==> src/rtl/keypad_scanner.sv <==
// 4x4 matrix keypad scanner: column scan, debounced press/release detection,
// and a two-entry operand shift register feeding the seven-segment driver.
module keypad_scanner #(
  parameter int SCAN_DIV = 50000,
  parameter int DEBOUNCE = 4
) (
  input  logic       clk,
  input  logic       rst,
  input  logic [3:0] row,
  output logic [3:0] col,
  output logic [3:0] key,
  output logic       key_valid,
  output logic       pressed,
  output logic [3:0] dat1,
  output logic [3:0] dat2
);

  localparam int DIV_W = (SCAN_DIV > 1) ? $clog2(SCAN_DIV) : 1;
  localparam int CNT_W = $clog2(DEBOUNCE + 1);
  localparam logic [DIV_W-1:0] DIV_LAST = DIV_W'(SCAN_DIV - 1);
  localparam logic [CNT_W-1:0] DEB_LAST = CNT_W'(DEBOUNCE - 1);

  typedef enum logic [1:0] {ST_SCAN, ST_DEBOUNCE, ST_HELD} state_t;

  state_t           state, state_next;
  logic [3:0]       row_meta, row_s;
  logic [DIV_W-1:0] div_cnt;
  logic             tick;
  logic [3:0]       cap_row, cap_row_next;
  logic [3:0]       cap_code, cap_code_next;
  logic [CNT_W-1:0] stab_cnt, stab_next;
  logic [CNT_W-1:0] rel_cnt, rel_next;
  logic [3:0]       col_next, col_rot;
  logic             accept;
  logic             row_valid;
  logic [1:0]       row_idx, col_idx;

  assign tick    = (div_cnt == DIV_LAST);
  assign col_rot = {col[2:0], col[3]};

  // Exactly one low bit is a valid press; its position is the row index.
  always_comb begin
    row_valid = 1'b0;
    row_idx   = '0;
    case (row_s)
      4'b1110: begin row_valid = 1'b1; row_idx = 2'd0; end
      4'b1101: begin row_valid = 1'b1; row_idx = 2'd1; end
      4'b1011: begin row_valid = 1'b1; row_idx = 2'd2; end
      4'b0111: begin row_valid = 1'b1; row_idx = 2'd3; end
      default: ;
    endcase
  end

  always_comb begin
    col_idx = '0;
    case (col)
      4'b1101: col_idx = 2'd1;
      4'b1011: col_idx = 2'd2;
      4'b0111: col_idx = 2'd3;
      default: col_idx = 2'd0;
    endcase
  end

  always_comb begin
    state_next    = state;
    col_next      = col;
    cap_row_next  = cap_row;
    cap_code_next = cap_code;
    stab_next     = stab_cnt;
    rel_next      = rel_cnt;
    accept        = 1'b0;
    if (tick) begin
      case (state)
        ST_SCAN: begin
          if (row_valid) begin
            cap_row_next  = row_s;
            cap_code_next = {row_idx, col_idx};
            stab_next     = CNT_W'(1);
            state_next    = ST_DEBOUNCE;
          end else begin
            col_next = col_rot;
          end
        end
        ST_DEBOUNCE: begin
          if (row_s == cap_row) begin
            stab_next = stab_cnt + CNT_W'(1);
            if (stab_cnt == DEB_LAST) begin
              accept     = 1'b1;
              rel_next   = '0;
              state_next = ST_HELD;
            end
          end else begin
            state_next = ST_SCAN;
            col_next   = col_rot;
          end
        end
        ST_HELD: begin
          if (row_s == 4'hF) begin
            rel_next = rel_cnt + CNT_W'(1);
            if (rel_cnt == DEB_LAST) begin
              state_next = ST_SCAN;
              col_next   = col_rot;
            end
          end else begin
            rel_next = '0;
          end
        end
        default: state_next = ST_SCAN;
      endcase
    end
  end

  always_ff @(posedge clk or negedge rst) begin
    if (!rst) begin
      state     <= ST_SCAN;
      row_meta  <= '1;
      row_s     <= '1;
      div_cnt   <= '0;
      col       <= 4'b1110;
      cap_row   <= '1;
      cap_code  <= '0;
      stab_cnt  <= '0;
      rel_cnt   <= '0;
      key       <= '0;
      key_valid <= 1'b0;
      pressed   <= 1'b0;
      dat1      <= '0;
      dat2      <= '0;
    end else begin
      row_meta  <= row;
      row_s     <= row_meta;
      div_cnt   <= tick ? '0 : div_cnt + DIV_W'(1);
      state     <= state_next;
      col       <= col_next;
      cap_row   <= cap_row_next;
      cap_code  <= cap_code_next;
      stab_cnt  <= stab_next;
      rel_cnt   <= rel_next;
      key_valid <= accept;
      pressed   <= (state_next == ST_HELD);
      if (accept) begin
        key  <= cap_code;
        dat1 <= dat2;
        dat2 <= cap_code;
      end
    end
  end

endmodule
==> config.mk <==
export PLATFORM = sky130hd
export DESIGN_NAME = keypad_scanner
export DESIGN_NICKNAME = d
export VERILOG_FILES = /design/src/rtl/keypad_scanner.sv
export SDC_FILE = /design/constraint.sdc
export NUM_CORES = 1
export LEC_CHECK = 0
export CORE_UTILIZATION = 40
export DETAILED_ROUTE_END_ITERATION = 12
export DONT_BUFFER_PORTS = 1
export PLACE_DENSITY = 0.63
export SYNTH_ARGS = -nofsm -noshare
export SYNTH_HDL_FRONTEND = slang
export SYNTH_SLANG_ARGS = --single-unit
==> constraint.sdc <==
create_clock -name clk -period 2.2 [get_ports clk]
set_input_delay 0 -clock clk [delete_from_list [all_inputs] [get_ports clk]]
set_output_delay 0 -clock clk [all_outputs]
set_load 0.02 [all_outputs]
==> impl_results.html, run 1 <==
<table>
<tr><th>Metric</th><th>Value</th></tr>
<tr><th colspan="2">Die</th></tr>
<tr><td>Die Area</td><td>around 0.0065 sq mm</td></tr>
<tr><td>Std cell rows</td><td>28</td></tr>
<tr><td>Die Height</td><td>about 80 um</td></tr>
<tr><td>Die W</td><td>roughly 80 um</td></tr>
<tr><td>Ports</td><td>24</td></tr>
<tr><td>Placeable core region</td><td>0.00592 sq mm</td></tr>
<tr><td>Initial Util</td><td>41.5%</td></tr>
<tr><th colspan="2">GRT</th></tr>
<tr><td>Largest net degree at the start of global routing</td><td>between 50 and 60</td></tr>
<tr><td>Global Route Usage Sum</td><td>roughly 14%</td></tr>
<tr><td>Leftover overflow at the end of global routing</td><td>0</td></tr>
<tr><td>Number of global-route vias before repair</td><td>1517</td></tr>
<tr><td>Global-route wire length before repair</td><td>6920 um</td></tr>
<tr><td>Number of antenna violations at the first check in global routing</td><td>0</td></tr>
<tr><th colspan="2">Pwr</th></tr>
<tr><td>Net switching power figure</td><td>between 0.3 and 0.4 mW</td></tr>
<tr><td>Leak</td><td>1.23 nW</td></tr>
<tr><td>Share of power burned in the clock network</td><td>between 30% and 40%</td></tr>
<tr><td>Net switching fraction of the power</td><td>between 20% and 30%</td></tr>
<tr><td>VDD IR max</td><td>0.309 mV</td></tr>
<tr><td>Combinational fraction of design power</td><td>2.9%</td></tr>
<tr><td>Sequential Power Share</td><td>61.5%</td></tr>
<tr><td>Internal power consumption</td><td>1.29 mW</td></tr>
<tr><td>PwrDens</td><td>approximately 600 mW/mm^2</td></tr>
<tr><th colspan="2">Critical path</th></tr>
<tr><td>Worst Setup Path Type</td><td>reg -&gt; reg</td></tr>
<tr><td>Top delay family on crit path</td><td>simple AND/OR/NAND/NOR gates</td></tr>
<tr><td>CP endpoint kind</td><td>flip-flop</td></tr>
<tr><td>Critical path peak fanout</td><td>8</td></tr>
<tr><td>Number of buffer and inverter stages on the critical path</td><td>0</td></tr>
<tr><td>Cells along the critical path</td><td>xnor2_1 &gt; o211a_1 &gt; or3_4 &gt; or2_4 &gt; mux2_4</td></tr>
<tr><td>Highest cell delay on the worst timing path</td><td>between 0.6 and 0.7 ns</td></tr>
<tr><td>Worst reg2reg path depth</td><td>5</td></tr>
<tr><td>WP data required</td><td>between 2 and 2.5 ns</td></tr>
<tr><td>FF-to-FF Start</td><td>row_s[3]$_DFF_PN1_</td></tr>
<tr><td>Slowest CP cell</td><td>sky130_fd_sc_hd__dfstp_2</td></tr>
<tr><td>Setup crit start kind</td><td>flip-flop</td></tr>
<tr><td>R2R Path End</td><td>cap_code[0]$_DFFE_PN0P_</td></tr>
<tr><td>Worst EP arrival</td><td>about 2.2 ns</td></tr>
<tr><td>Setup slack of the worst register-to-register path</td><td>around 0.17 ns</td></tr>
<tr><th colspan="2">Synth</th></tr>
<tr><td>FFs w/ async S/R, synth</td><td>between 90% and 100%</td></tr>
<tr><td>Largest family of logic cells by synthesized area</td><td>simple AND/OR/NAND/NOR gates</td></tr>
<tr><td>Number of standard cells after synthesis</td><td>slightly below 200</td></tr>
<tr><td>FF+latch count, synth</td><td>54</td></tr>
<tr><td>Mux cell area share after synthesis</td><td>a little over a tenth</td></tr>
<tr><td>Synth Area in XOR/XNOR</td><td>roughly 7.5%</td></tr>
<tr><td>Complex-gate fraction of the synthesized area</td><td>around 4.2%</td></tr>
<tr><td>Simple-gate area share of the yosys netlist</td><td>~15%</td></tr>
<tr><td>Share of the yosys chip area belonging to registers</td><td>55.7%</td></tr>
<tr><td>Post-synthesis cell type with the largest combined area</td><td>sky130_fd_sc_hd__dfrtp_1</td></tr>
<tr><td>Number of enable flip-flop cells after synthesis</td><td>0</td></tr>
<tr><td>Share of the synthesized area in the top cell type</td><td>around 40%</td></tr>
<tr><td>Top cells by area in the synthesized netlist</td><td>sky130_fd_sc_hd__dfrtp_1, sky130_fd_sc_hd__dfstp_2, sky130_fd_sc_hd__mux2_2</td></tr>
<tr><td>Adder-cell share of the synthesized area</td><td>~2.5%</td></tr>
<tr><td>Mean instance size in the synthesized netlist</td><td>about 12 sq um</td></tr>
<tr><td>Post-synthesis cell area</td><td>0.00246 sq mm</td></tr>
<tr><td>Yosys Warn Count</td><td>0</td></tr>
<tr><td>Net count after synthesis</td><td>~210</td></tr>
<tr><td>Predominant post-synthesis flop cell</td><td>sky130_fd_sc_hd__dfrtp_1</td></tr>
<tr><td>Number of different library cells in the post-synthesis netlist</td><td>between 40 and 50</td></tr>
<tr><th colspan="2">Final layout</th></tr>
<tr><td>Net total in the final layout</td><td>~220</td></tr>
<tr><td>Fraction of layout cells with a size suffix above 1</td><td>roughly 28%</td></tr>
<tr><td>Area Overhead vs Synth</td><td>9.72%</td></tr>
<tr><td>Fillers</td><td>~540</td></tr>
<tr><td>Cell area after layout</td><td>around 0.0027 sq mm</td></tr>
<tr><td>Diode insertion count for antenna repair</td><td>0</td></tr>
<tr><th colspan="2">STA</th></tr>
<tr><td>Worst slew margin relative to its limit</td><td>just under 60%</td></tr>
<tr><td>Skew final</td><td>0.0104 ns</td></tr>
<tr><td>Minimum clock period</td><td>between 2 and 2.5 ns</td></tr>
<tr><td>Fmax achieved</td><td>0.493 GHz</td></tr>
<tr><td>Setup repair after global routing missed its margin</td><td>false</td></tr>
<tr><td>Final period utilization</td><td>92.2%</td></tr>
<tr><td>Total of endpoints with negative setup slack in the final report</td><td>0</td></tr>
<tr><td>Number of max-slew violations in the final report</td><td>0</td></tr>
<tr><td>Aggregate negative setup slack</td><td>0 ns</td></tr>
<tr><td>Setup WS post-layout</td><td>approximately 0.17 ns</td></tr>
<tr><td>Worst Hold Margin</td><td>~0.2 ns</td></tr>
<tr><td>Actual transition at the worst max-transition pin</td><td>0.626 ns</td></tr>
<tr><td>Hold Fails Final Rpt</td><td>0</td></tr>
<tr><th colspan="2">Run</th></tr>
<tr><td>Max cap viols</td><td>0</td></tr>
<tr><th colspan="2">Routing</th></tr>
<tr><td>DRC Markers</td><td>0</td></tr>
<tr><td>Ratio of routed vias to standard cells</td><td>5.04</td></tr>
<tr><td>Wire length per cell after detailed routing</td><td>~14 um</td></tr>
<tr><td>Highest routed layer</td><td>met4</td></tr>
<tr><td>DRC marker count from the first detailed-route iteration</td><td>between 50 and 60</td></tr>
<tr><td>Sum of met2 wire segment lengths after detailed routing</td><td>just under 2000 um</td></tr>
<tr><td>Routed Wire Length</td><td>around 3900 um</td></tr>
<tr><td>Count of TritonRoute iterations in the first routing pass</td><td>4</td></tr>
<tr><td>DR vias</td><td>approximately 1400</td></tr>
<tr><td>Met3 routed wirelength</td><td>approximately 170 um</td></tr>
<tr><td>Final antenna-violating net count</td><td>0</td></tr>
<tr><td>M1 WL</td><td>around 1700 um</td></tr>
<tr><th colspan="2">Placed design</th></tr>
<tr><td>HPWL after detailed placement</td><td>approximately 2700 um</td></tr>
<tr><td>Placed instance area</td><td>between 0.002 and 0.003 sq mm</td></tr>
<tr><td>Pre-CTS worst setup slack</td><td>approximately 0.051 ns</td></tr>
<tr><td>PortBufs</td><td>0</td></tr>
<tr><td>RD Place Congestion</td><td>about 0.78</td></tr>
<tr><th colspan="2">Clock tree</th></tr>
<tr><td>Clock insertion delay at the later pin of the skew report</td><td>~0.31 ns</td></tr>
<tr><td>Clock Path Buffers</td><td>2</td></tr>
<tr><td>Clock transition at the registers of the reported paths</td><td>0.10 ns</td></tr>
<tr><td>H-tree levels</td><td>2</td></tr>
<tr><td>Clock tree from TritonCTS</td><td>yes</td></tr>
<tr><td>Clock tree sinks</td><td>54</td></tr>
<tr><td>Clock Root Buffer</td><td>sky130_fd_sc_hd__clkbuf_8</td></tr>
<tr><td>Num CTS Buffers</td><td>5</td></tr>
<tr><th colspan="2">Worst hold path</th></tr>
<tr><td>Class of the most critical hold timing path</td><td>in -&gt; async</td></tr>
<tr><th colspan="2">Outcome</th></tr>
<tr><td>Result of the run</td><td>complete, no violations</td></tr>
</table>
per-layer routing:
metal / GRT usage [%] / vias up
met3: 4.77 / 4
met1: 17.2 / 701
met4: 4.29 / 0
met5: 0 / -
li1: - / 695
met2: 24.3 / 26
layout make-up:
cell class | instances | area (sq um) | area share (%)
Sequential cell | 54 | 1370 | 50.8
Multi-Input combinational cell | 127 | 986 | 36.5
Timing Repair Buffer | 12 | 123 | 4.55
Tap cell | 75 | 93.8 | 3.48
Clock buffer | 6 | 82.6 | 3.06
Inverter | 7 | 26.3 | 0.974
Clock inverter | 2 | 16.3 | 0.603
flip-flops by register name (all words and copies together), names as in the netlist:
signal	count
cap_code	4
cap_row	4
col	4
dat1	4
dat2	4
div_cnt	16
key_valid	1
pressed	1
rel_cnt	3
row_meta	4
row_s	4
stab_cnt	3
state	2
power by group through the flow:
stage	registers (mW)	clock network, mW	logic, mW
after floorplan	1.03	0	0.0211
after global placement	1.03	0	0.0172
after detailed placement	1.03	0	0.0174
after CTS	1.01	0.615	0.0507
after global routing	1.02	0.659	0.0560
final	1.01	0.586	0.0486
worst max path at each step:
stage | start | to | slack (ns) | cells past startpoint
6_report | row_s[3]$_DFF_PN1_ | cap_code[0]$_DFFE_PN0P_ | 0.17 | 5
5_1_grt | rel_cnt[0]$_DFFE_PN0P_ | col[0]$_DFFE_PN0P_ | 0.06 | 7
4_1_cts | row_s[3]$_DFF_PN1_ | cap_code[0]$_DFFE_PN0P_ | 0.03 | 5
3_5_place_dp | row_s[3]$_DFF_PN1_ | cap_code[0]$_DFFE_PN0P_ | 0.05 | 5
3_3_place_gp | row_s[3]$_DFF_PN1_ | cap_code[2]$_DFFE_PN0P_ | 0.08 | 5
2_1_floorplan | row_s[3]$_DFF_PN1_ | cap_code[0]$_DFFE_PN0P_ | 0.18 | 7
cell usage after synthesis, drive strengths merged (2+ instances only):
cell type  instances
nand4              2
nand2             15
nor2              16
ha                 5
and4bb             2
or2                2
inv                7
a31oi              3
clkbuf             2
xnor2             13
or3                2
dfstp             15
mux2              20
a21oi              2
xor2               8
buf                8
nand3             10
nand4b             3
dfrtp             39
and3               4
a22o               2
nor3               2
placed cells by master, fill, tap and decap left out, types with 2 or more instances in the layout:
| cell type | n |
|---|---|
| sky130_fd_sc_hd__nand2_1 | 14 |
| sky130_fd_sc_hd__mux2_4 | 8 |
| sky130_fd_sc_hd__a21oi_1 | 2 |
| sky130_fd_sc_hd__dlygate4sd3_1 | 5 |
| sky130_fd_sc_hd__nand4_1 | 2 |
| sky130_fd_sc_hd__and4bb_2 | 2 |
| sky130_fd_sc_hd__nor2_1 | 16 |
| sky130_fd_sc_hd__nand4b_1 | 3 |
| sky130_fd_sc_hd__buf_4 | 6 |
| sky130_fd_sc_hd__mux2_2 | 12 |
| sky130_fd_sc_hd__xor2_1 | 8 |
| sky130_fd_sc_hd__dfrtp_1 | 39 |
| sky130_fd_sc_hd__ha_1 | 5 |
| sky130_fd_sc_hd__a31oi_1 | 3 |
| sky130_fd_sc_hd__nand3_1 | 10 |
| sky130_fd_sc_hd__clkbuf_8 | 6 |
| sky130_fd_sc_hd__dfstp_2 | 15 |
| sky130_fd_sc_hd__and3_1 | 4 |
| sky130_fd_sc_hd__xnor2_1 | 13 |
| sky130_fd_sc_hd__a22o_1 | 2 |
| sky130_fd_sc_hd__inv_1 | 7 |
kinds of logic after synthesis:
| group | count (synthesis) |
|---|---|
| xor gates and xnor gates | 21 |
| adders and majority gates | 5 |
| muxes | 21 |
| and+or+nand+nor | 66 |
| AOI/OAI and AO/OA | 14 |
| DFF | 54 |
| buffers and inverters | 17 |
through the flow:
step                power [mW]  std cells  util [%]
finish                    1.65        283      45.6
global route              1.73        283      45.6
CTS                       1.68        282      45.4
detailed placement        1.05        268      42.4
global placement          1.05        268      42.4
floorplan                 1.05        198         -
worst reg2reg max path: stages, from the launching register on:
cell and delay (ns):
sky130_fd_sc_hd__dfstp_2 0.61, sky130_fd_sc_hd__xnor2_1 0.11, sky130_fd_sc_hd__o211a_1 0.24, sky130_fd_sc_hd__or3_4 0.34, sky130_fd_sc_hd__or2_4 0.31, sky130_fd_sc_hd__mux2_4 0.32
timing repair:
action                                  CTS  global route
hold buffers                              6             0
endpoints found under the hold margin    58             0
endpoints found under the setup margin    0             8
gates resized for setup                   0             1
setup buffers                             0             1
(Power assumes the default switching activity.)
==> inputs of run 2 (changes only) <==
CORE_MARGIN = 2   (was default)
==> run 2 against run 1 <==
First-iteration DRC count up 3.9%; register-to-register slack got worse by 0.06 ns; non-clock buffer count rose by 1; critical endpoint is now cap_code[2]$_DFFE_PN0P_.
==> impl_results.html, run 2 (synthesis gave the netlist of run 1 again) <==
<table>
<tr><th>Metric</th><th>Value</th></tr>
<tr><th colspan="2">Clock tree</th></tr>
<tr><td>H-tree levels</td><td>2 (unchanged)</td></tr>
<tr><td>Clock insertion delay at the later pin of the skew report</td><td>0.30 ns (about the same)</td></tr>
<tr><td>Clock tree sinks</td><td>54 (unchanged)</td></tr>
<tr><td>Clock Root Buffer</td><td>sky130_fd_sc_hd__clkbuf_8</td></tr>
<tr><td>Num CTS Buffers</td><td>5 (unchanged)</td></tr>
<tr><td>Clock tree from TritonCTS</td><td>yes</td></tr>
<tr><td>Clock transition at the registers of the reported paths</td><td>0.10 ns (about the same)</td></tr>
<tr><td>Clock Path Buffers</td><td>2 (unchanged)</td></tr>
<tr><th colspan="2">Die</th></tr>
<tr><td>Initial Util</td><td>41.5% (unchanged)</td></tr>
<tr><td>Std cell rows</td><td>28 (unchanged)</td></tr>
<tr><td>Die Area</td><td>0.00679 sq mm (+5.0%)</td></tr>
<tr><td>Placeable core region</td><td>0.00592 sq mm (unchanged)</td></tr>
<tr><td>Die W</td><td>82.4 um (+2.5%)</td></tr>
<tr><td>Ports</td><td>24 (unchanged)</td></tr>
<tr><td>Die Height</td><td>82.4 um (+2.5%)</td></tr>
<tr><th colspan="2">Critical path</th></tr>
<tr><td>Setup crit start kind</td><td>flip-flop</td></tr>
<tr><td>Critical path depth in cells</td><td>6 (+1)</td></tr>
<tr><td>WP data required</td><td>2.38 ns (-0.02 ns)</td></tr>
<tr><td>Critical path peak fanout</td><td>8 (unchanged)</td></tr>
<tr><td>CP endpoint kind</td><td>flip-flop</td></tr>
<tr><td>Slowest CP cell</td><td>sky130_fd_sc_hd__dfrtp_1</td></tr>
<tr><td>Worst Setup Path Type</td><td>reg -&gt; reg</td></tr>
<tr><td>Worst EP arrival</td><td>2.27 ns (+0.04 ns)</td></tr>
<tr><td>Worst reg2reg path depth</td><td>6 (+1)</td></tr>
<tr><td>Number of buffer and inverter stages on the critical path</td><td>1 (+1)</td></tr>
<tr><td>Cells along the critical path</td><td>ha_1 &gt; nand3_1 &gt; nand4b_1 &gt; buf_4 &gt; or2_4 &gt; mux2_4</td></tr>
<tr><td>Highest cell delay on the worst timing path</td><td>0.41 ns (-0.20 ns)</td></tr>
<tr><td>Top delay family on crit path</td><td>simple AND/OR/NAND/NOR gates</td></tr>
<tr><th colspan="2">Routing</th></tr>
<tr><td>Wire length per cell after detailed routing</td><td>13.1 um (-4.6%)</td></tr>
<tr><td>DRC marker count from the first detailed-route iteration</td><td>53 (+3.9%)</td></tr>
<tr><td>Count of TritonRoute iterations in the first routing pass</td><td>4 (unchanged)</td></tr>
<tr><td>DRC Markers</td><td>0 (unchanged)</td></tr>
<tr><td>Routed Wire Length</td><td>3710 um (-4.2%)</td></tr>
<tr><td>Ratio of routed vias to standard cells</td><td>5.00 (-0.84%)</td></tr>
<tr><td>DR vias</td><td>1419 (-0.49%)</td></tr>
<tr><td>Final antenna-violating net count</td><td>0 (unchanged)</td></tr>
<tr><th colspan="2">GRT</th></tr>
<tr><td>Global Route Usage Sum</td><td>12.4% (-2.0 points)</td></tr>
<tr><td>Global-route wire length before repair</td><td>6530 um (-5.6%)</td></tr>
<tr><td>Leftover overflow at the end of global routing</td><td>0 (unchanged)</td></tr>
<tr><td>Number of antenna violations at the first check in global routing</td><td>0 (unchanged)</td></tr>
<tr><td>Number of global-route vias before repair</td><td>1496 (-1.4%)</td></tr>
<tr><td>Largest net degree at the start of global routing</td><td>55 (unchanged)</td></tr>
<tr><td>Grt met2 use</td><td>21.9% (-2.5 points)</td></tr>
<tr><td>Met1 demand-to-capacity share in global routing</td><td>15.1% (-2.1 points)</td></tr>
<tr><td>Top Usage Layer GRT</td><td>met2</td></tr>
<tr><td>GR Util met3</td><td>2.83% (-1.9 points)</td></tr>
<tr><th colspan="2">Outcome</th></tr>
<tr><td>Result of the run</td><td>complete, no violations</td></tr>
<tr><th colspan="2">Final layout</th></tr>
<tr><td>Most frequent cells in the layout</td><td>sky130_fd_sc_hd__dfrtp_1, sky130_fd_sc_hd__nor2_1, sky130_fd_sc_hd__dfstp_2</td></tr>
<tr><td>Footprint of the flip-flops and latches</td><td>0.00137 sq mm (unchanged)</td></tr>
<tr><td>Number of flip-flops in the largest register</td><td>16 (unchanged)</td></tr>
<tr><td>Cell area after layout</td><td>0.00269 sq mm (-0.28%)</td></tr>
<tr><td>Fraction of layout cells with a size suffix above 1</td><td>27.3% (-0.61 points)</td></tr>
<tr><td>Diode insertion count for antenna repair</td><td>0 (unchanged)</td></tr>
<tr><td>Area of the multi-input gates</td><td>986 sq um (unchanged)</td></tr>
<tr><td>Register ranked first by flip-flop count</td><td>div_cnt</td></tr>
<tr><td>Area Overhead vs Synth</td><td>9.41%</td></tr>
<tr><td>Net total in the final layout</td><td>219 (+0.46%)</td></tr>
<tr><td>Most common library cell in the layout ignoring fill and taps</td><td>sky130_fd_sc_hd__dfrtp_1</td></tr>
<tr><td>Fillers</td><td>534 (-1.5%)</td></tr>
<tr><th colspan="2">STA</th></tr>
<tr><td>Total of endpoints with negative setup slack in the final report</td><td>0 (unchanged)</td></tr>
<tr><td>Aggregate negative setup slack</td><td>0 ns (unchanged)</td></tr>
<tr><td>Skew final</td><td>0.0121 ns (+0.00162 ns)</td></tr>
<tr><td>Hold Fails Final Rpt</td><td>0 (unchanged)</td></tr>
<tr><td>Worst Hold Margin</td><td>0.220 ns (+0.0162 ns)</td></tr>
<tr><td>Actual transition at the worst max-transition pin</td><td>0.641 ns (+0.0152 ns)</td></tr>
<tr><td>Minimum clock period</td><td>2.09 ns (+0.0598 ns)</td></tr>
<tr><td>Final period utilization</td><td>94.9% (+2.7 points)</td></tr>
<tr><td>Setup repair after global routing missed its margin</td><td>false</td></tr>
<tr><td>Fmax achieved</td><td>0.479 GHz (-2.9%)</td></tr>
<tr><td>Worst slew margin relative to its limit</td><td>56.9% (-1.0 points)</td></tr>
<tr><td>Number of max-slew violations in the final report</td><td>0 (unchanged)</td></tr>
<tr><th colspan="2">Pwr</th></tr>
<tr><td>PwrDens</td><td>590 mW/mm^2 (-3.5%)</td></tr>
<tr><td>Leak</td><td>1.23 nW (-0.32%)</td></tr>
<tr><td>VDD IR max</td><td>0.292 mV (-5.4%)</td></tr>
<tr><th colspan="2">Worst hold path</th></tr>
<tr><td>Class of the most critical hold timing path</td><td>in -&gt; async</td></tr>
<tr><th colspan="2">Placed design</th></tr>
<tr><td>RD Place Congestion</td><td>0.748 (-3.5%)</td></tr>
<tr><td>HPWL after detailed placement</td><td>2550 um (-4.7%)</td></tr>
<tr><td>PortBufs</td><td>0 (unchanged)</td></tr>
<tr><td>Placed instance area</td><td>0.00251 sq mm (unchanged)</td></tr>
<tr><th colspan="2">Run</th></tr>
<tr><td>Max cap viols</td><td>0 (unchanged)</td></tr>
</table>
[run 2: final timing paths]
check	startpoint	to	slack (ns)
worst max-delay path	div_cnt[1]$_DFF_PN0_	cap_code[2]$_DFFE_PN0P_	0.11
worst min-delay path	rst	key_valid$_DFF_PN0_	0.22
worst max register to register	div_cnt[1]$_DFF_PN0_	cap_code[2]$_DFFE_PN0P_	0.11
worst min register to register	row_meta[1]$_DFF_PN1_	row_s[1]$_DFF_PN1_	0.36
max in group asynchronous	rst	row_meta[0]$_DFF_PN1_	1.70
min in group clk	row[2]	row_meta[2]$_DFF_PN1_	0.25
[run 2: metrics by stage]
step	setup WS (ns)	instances	utilization, %	total power [mW]
after floorplan	0.179	198	-	1.05
after global placement	0.0832	268	42.4	1.05
after detailed placement	0.0515	268	42.4	1.05
after CTS	0.0450	282	45.1	1.61
after global routing	0.00275	284	45.4	1.66
final	0.111	284	45.4	1.59
[run 2: report_power, final]
| group | leakage [nW] | switching (mW) | internal, mW | total [mW] |
|---|---|---|---|---|
| clock network | 0.0385 | 0.299 | 0.226 | 0.525 |
| registers | 0.687 | 0.00748 | 1.01 | 1.01 |
| logic | 0.501 | 0.0277 | 0.0209 | 0.0486 |
| total | 1.23 | 0.334 | 1.25 | 1.59 |
[run 2: worst reg2reg max path: stages (launching register included)]
cell and delay, ns:
sky130_fd_sc_hd__dfrtp_1 0.41, sky130_fd_sc_hd__ha_1 0.23, sky130_fd_sc_hd__nand3_1 0.10, sky130_fd_sc_hd__nand4b_1 0.37
sky130_fd_sc_hd__buf_4 0.25, sky130_fd_sc_hd__or2_4 0.31, sky130_fd_sc_hd__mux2_4 0.31
[run 2: repair_timing]
item                       4_1_cts  5_1_grt
gates resized for setup          0        1
hold endpoints to repair        58        0
setup endpoints to repair        0        5
setup buffers                    0        2
hold buffers                     6        0
[run 2: routing by layer]
layer | wire length (um) | vias to the layer above
met5 | 0 | -
met4 | 27 | 0
met3 | 126 | 4
met2 | 1840 | 19
met1 | 1720 | 700
li1 | - | 696
[run 2: cell type report]
| cell class | instances | area share, % |
|---|---|---|
| clock buffer | 7 | 2.84 |
| tap | 75 | 3.49 |
| timing repair buffer | 13 | 4.84 |
| sequential | 54 | 50.9 |
| inverter | 7 | 0.977 |
| clock inverter | 1 | 0.279 |
| multi-input combinational | 127 | 36.7 |
==> inputs of run 3 (changes only) <==
PLACE_DENSITY = 0.65   (was 0.63)
REMOVE_ABC_BUFFERS = 1   (was default)
clock period = 1.8 ns   (was 2.2 ns; I/O delays follow)
==> run 3 against run 2 <==
The run now ends with setup timing left; highest routed layer unchanged; flip-flop and latch count is the same; combinational power increased by 83%; maximum frequency is 1.5% higher; non-clock buffer count increased by 32; largest power group unchanged; critical path depth unchanged; worst setup slack worse by 0.37 ns; final cell count increased by 12%.
==> impl_results.html, run 3 (synthesis gave the netlist of run 1 again) <==
<table>
<tr><th>Metric</th><th>Value</th></tr>
<tr><th colspan="2">Final layout</th></tr>
<tr><td>Core Util, Final</td><td>51.1% (+5.7 points)</td></tr>
<tr><td>Area of the multi-input gates</td><td>0.00106 sq mm (+7.1%)</td></tr>
<tr><td>Most frequent cells in the layout</td><td>sky130_fd_sc_hd__dfrtp_1, sky130_fd_sc_hd__buf_4, sky130_fd_sc_hd__nor2_1, sky130_fd_sc_hd__dfstp_2, sky130_fd_sc_hd__nand2_1</td></tr>
<tr><td>Net total in the final layout</td><td>252 (+15%)</td></tr>
<tr><td>Fraction of layout cells with a size suffix above 1</td><td>41.3% (+14 points)</td></tr>
<tr><td>Area Overhead vs Synth</td><td>23.1%</td></tr>
<tr><td>Fillers</td><td>494 (-7.5%)</td></tr>
<tr><td>Number of flip-flops in the largest register</td><td>16 (unchanged)</td></tr>
<tr><td>Most common library cell in the layout ignoring fill and taps</td><td>sky130_fd_sc_hd__dfrtp_1</td></tr>
<tr><td>Final non-filler cell total</td><td>317 (+12%)</td></tr>
<tr><td>Diode insertion count for antenna repair</td><td>0 (unchanged)</td></tr>
<tr><td>Footprint of the flip-flops and latches</td><td>0.00137 sq mm (unchanged)</td></tr>
<tr><td>Register ranked first by flip-flop count</td><td>div_cnt</td></tr>
<tr><td>Cell area after layout</td><td>0.00303 sq mm (+13%)</td></tr>
<tr><th colspan="2">Critical path</th></tr>
<tr><td>CP endpoint kind</td><td>flip-flop</td></tr>
<tr><td>Highest cell delay on the worst timing path</td><td>0.60 ns (+0.19 ns)</td></tr>
<tr><td>Worst reg2reg path depth</td><td>6 (unchanged)</td></tr>
<tr><td>R2R Path End</td><td>col[0]$_DFFE_PN0P_</td></tr>
<tr><td>FF-to-FF Start</td><td>row_s[2]$_DFF_PN1_</td></tr>
<tr><td>WP data required</td><td>2.01 ns (-0.37 ns)</td></tr>
<tr><td>Setup slack of the worst register-to-register path</td><td>-0.26 ns (-0.37 ns)</td></tr>
<tr><td>Worst EP arrival</td><td>2.26 ns (about the same)</td></tr>
<tr><td>Worst Setup Path Type</td><td>reg -&gt; reg</td></tr>
<tr><td>Critical path peak fanout</td><td>5 (-3)</td></tr>
<tr><td>Setup crit start kind</td><td>flip-flop</td></tr>
<tr><td>Slowest CP cell</td><td>sky130_fd_sc_hd__dfstp_2</td></tr>
<tr><td>Cells along the critical path</td><td>xnor2_2 &gt; o211a_1 &gt; or3_4 &gt; buf_6 &gt; o211ai_1 &gt; mux2_2</td></tr>
<tr><th colspan="2">Worst hold path</th></tr>
<tr><td>Class of the most critical hold timing path</td><td>in -&gt; async</td></tr>
<tr><th colspan="2">Outcome</th></tr>
<tr><td>Violated checks</td><td>setup timing</td></tr>
<tr><td>Result of the run</td><td>finished, violations left</td></tr>
<tr><th colspan="2">Clock tree</th></tr>
<tr><td>Num CTS Buffers</td><td>5 (unchanged)</td></tr>
<tr><td>H-tree levels</td><td>2 (unchanged)</td></tr>
<tr><td>Clock Path Buffers</td><td>2 (unchanged)</td></tr>
<tr><td>Clock tree from TritonCTS</td><td>yes</td></tr>
<tr><td>Clock tree sinks</td><td>54 (unchanged)</td></tr>
<tr><td>Clock transition at the registers of the reported paths</td><td>0.10 ns (about the same)</td></tr>
<tr><td>Clock insertion delay at the later pin of the skew report</td><td>0.32 ns (+0.02 ns)</td></tr>
<tr><td>Clock Root Buffer</td><td>sky130_fd_sc_hd__clkbuf_8</td></tr>
<tr><th colspan="2">Placed design</th></tr>
<tr><td>HPWL after detailed placement</td><td>2850 um (+12%)</td></tr>
<tr><td>Placed instance area</td><td>0.00274 sq mm (+9.0%)</td></tr>
<tr><td>RD Place Congestion</td><td>0.819 (+9.6%)</td></tr>
<tr><td>PortBufs</td><td>0 (unchanged)</td></tr>
<tr><td>Cell Count Post-Placement</td><td>298 (+11%)</td></tr>
<tr><th colspan="2">Die</th></tr>
<tr><td>Ports</td><td>24 (unchanged)</td></tr>
<tr><td>Die Height</td><td>82.4 um (unchanged)</td></tr>
<tr><td>Std cell rows</td><td>28 (unchanged)</td></tr>
<tr><td>Placeable core region</td><td>0.00592 sq mm (unchanged)</td></tr>
<tr><td>Die W</td><td>82.4 um (unchanged)</td></tr>
<tr><td>Die Area</td><td>0.00679 sq mm (unchanged)</td></tr>
<tr><td>Initial Util</td><td>41.5% (unchanged)</td></tr>
<tr><th colspan="2">Pwr</th></tr>
<tr><td>Internal power consumption</td><td>1.59 mW (+27%)</td></tr>
<tr><td>Net switching power figure</td><td>0.466 mW (+40%)</td></tr>
<tr><td>PwrDens</td><td>680 mW/mm^2 (+15%)</td></tr>
<tr><td>Share of power burned in the clock network</td><td>35.6% (+2.5 points)</td></tr>
<tr><td>Overall power consumption</td><td>2.06 mW (+30%)</td></tr>
<tr><td>Leak</td><td>1.44 nW (+18%)</td></tr>
<tr><td>Net switching fraction of the power</td><td>22.6% (+1.6 points)</td></tr>
<tr><td>Combinational fraction of design power</td><td>4.3% (+1.2 points)</td></tr>
<tr><td>Sequential Power Share</td><td>60.1% (-3.8 points)</td></tr>
<tr><td>VDD IR max</td><td>0.407 mV (+39%)</td></tr>
<tr><th colspan="2">STA</th></tr>
<tr><td>Fmax achieved</td><td>0.486 GHz (+1.5%)</td></tr>
<tr><td>Actual transition at the worst max-transition pin</td><td>0.433 ns (-0.208 ns)</td></tr>
<tr><td>Minimum clock period</td><td>2.06 ns (-0.0307 ns)</td></tr>
<tr><td>Hold Fails Final Rpt</td><td>0 (unchanged)</td></tr>
<tr><td>Setup repair after global routing missed its margin</td><td>true</td></tr>
<tr><td>Total of endpoints with negative setup slack in the final report</td><td>25 (+25)</td></tr>
<tr><td>Worst slew margin relative to its limit</td><td>71.0% (+14 points)</td></tr>
<tr><td>Skew final</td><td>0.0105 ns (-0.00157 ns)</td></tr>
<tr><td>Setup WS post-layout</td><td>-0.258 ns (-0.369 ns)</td></tr>
<tr><td>Number of max-slew violations in the final report</td><td>0 (unchanged)</td></tr>
<tr><td>Final period utilization</td><td>114% (+19 points)</td></tr>
<tr><td>Aggregate negative setup slack</td><td>-4.12 ns (-4.12 ns)</td></tr>
<tr><th colspan="2">Run</th></tr>
<tr><td>Max cap viols</td><td>0 (unchanged)</td></tr>
<tr><th colspan="2">Routing</th></tr>
<tr><td>DRC Markers</td><td>0 (unchanged)</td></tr>
<tr><td>Wire length per cell after detailed routing</td><td>13.8 um (+5.6%)</td></tr>
<tr><td>Highest routed layer</td><td>met4</td></tr>
<tr><td>Ratio of routed vias to standard cells</td><td>4.91 (-1.8%)</td></tr>
<tr><td>Routed Wire Length</td><td>4370 um (+18%)</td></tr>
<tr><td>DRC marker count from the first detailed-route iteration</td><td>70 (+32%)</td></tr>
<tr><td>DR vias</td><td>1556 (+9.7%)</td></tr>
<tr><td>M1 WL</td><td>2060 um (+20%)</td></tr>
<tr><td>Sum of met2 wire segment lengths after detailed routing</td><td>2100 um (+14%)</td></tr>
<tr><td>Count of TritonRoute iterations in the first routing pass</td><td>4 (unchanged)</td></tr>
<tr><td>Final antenna-violating net count</td><td>0 (unchanged)</td></tr>
<tr><td>Met3 routed wirelength</td><td>133 um (+5.6%)</td></tr>
<tr><th colspan="2">GRT</th></tr>
<tr><td>Largest net degree at the start of global routing</td><td>55 (unchanged)</td></tr>
<tr><td>Global-route wire length before repair</td><td>7310 um (+12%)</td></tr>
<tr><td>Leftover overflow at the end of global routing</td><td>0 (unchanged)</td></tr>
<tr><td>Number of global-route vias before repair</td><td>1537 (+2.7%)</td></tr>
<tr><td>Number of antenna violations at the first check in global routing</td><td>0 (unchanged)</td></tr>
<tr><td>Global Route Usage Sum</td><td>14.6% (+2.2 points)</td></tr>
</table>
==> run 3: timing repair <==
item,CTS,global route
pin swaps,5,6
setup buffers,2,2
endpoints found under the setup margin,23,30
gates cloned,1,0
hold buffers,6,0
gates resized for setup,9,8
endpoints found under the hold margin,58,0
==> run 3: power groups by stage <==
stage	combinational, mW	sequential, mW	clock (mW)
after global routing	0.0985	1.24	0.799
after floorplan	0.0178	1.26	0
after detailed placement	0.0405	1.26	0
after CTS	0.0897	1.24	0.763
after global placement	0.0404	1.26	0
final	0.0887	1.24	0.733
==> run 3: how the worst max path moves through the flow <==
stage	slack [ns]	cells past startpoint	end	startpoint
2_1_floorplan	-0.24	5	cap_code[0]$_DFFE_PN0P_	row_s[3]$_DFF_PN1_
3_3_place_gp	-0.25	5	cap_code[0]$_DFFE_PN0P_	row_s[2]$_DFF_PN1_
3_5_place_dp	-0.29	5	cap_code[0]$_DFFE_PN0P_	row_s[3]$_DFF_PN1_
4_1_cts	-0.25	6	col[0]$_DFFE_PN0P_	row_s[2]$_DFF_PN1_
5_1_grt	-0.33	6	col[0]$_DFFE_PN0P_	row_s[3]$_DFF_PN1_
6_report	-0.26	6	col[0]$_DFFE_PN0P_	row_s[2]$_DFF_PN1_
==> run 3: metrics by stage <==
step / setup WS, ns / hold WS (ns)
global placement: -0.254 / -0.293
floorplan: -0.244 / -0.296
detailed placement: -0.289 / -0.294
CTS: -0.250 / 0.201
finish: -0.258 / 0.202
global route: -0.328 / 0.202
==> run 3: area by class of cell <==
class                      count  share of cell area, %
clock buffer                   6                   2.73
timing repair buffer          45                   12.6
inverter                       7                  0.868
multi-input combinational    128                   34.9
sequential                    54                   45.3
clock inverter                 2                  0.537
tap                           75                   3.10
==> run 3: routing by layer <==
layer	GRT usage (%)	vias up
li1	-	770
met1	19.1	759
met2	23.0	20
met3	3.48	7
met4	6.50	0
met5	0	-
==> run 3: worst max-delay path, delay by kind of cell, from the launching register on <==
family | cells | cell delay (ns)
flip-flops | 1 | 0.60
XOR/XNOR | 1 | 0.09
buffers and inverters | 1 | 0.12
multiplexers | 1 | 0.38
AND/OR/NAND/NOR | 1 | 0.34
AO/OA/AOI/OAI | 2 | 0.42
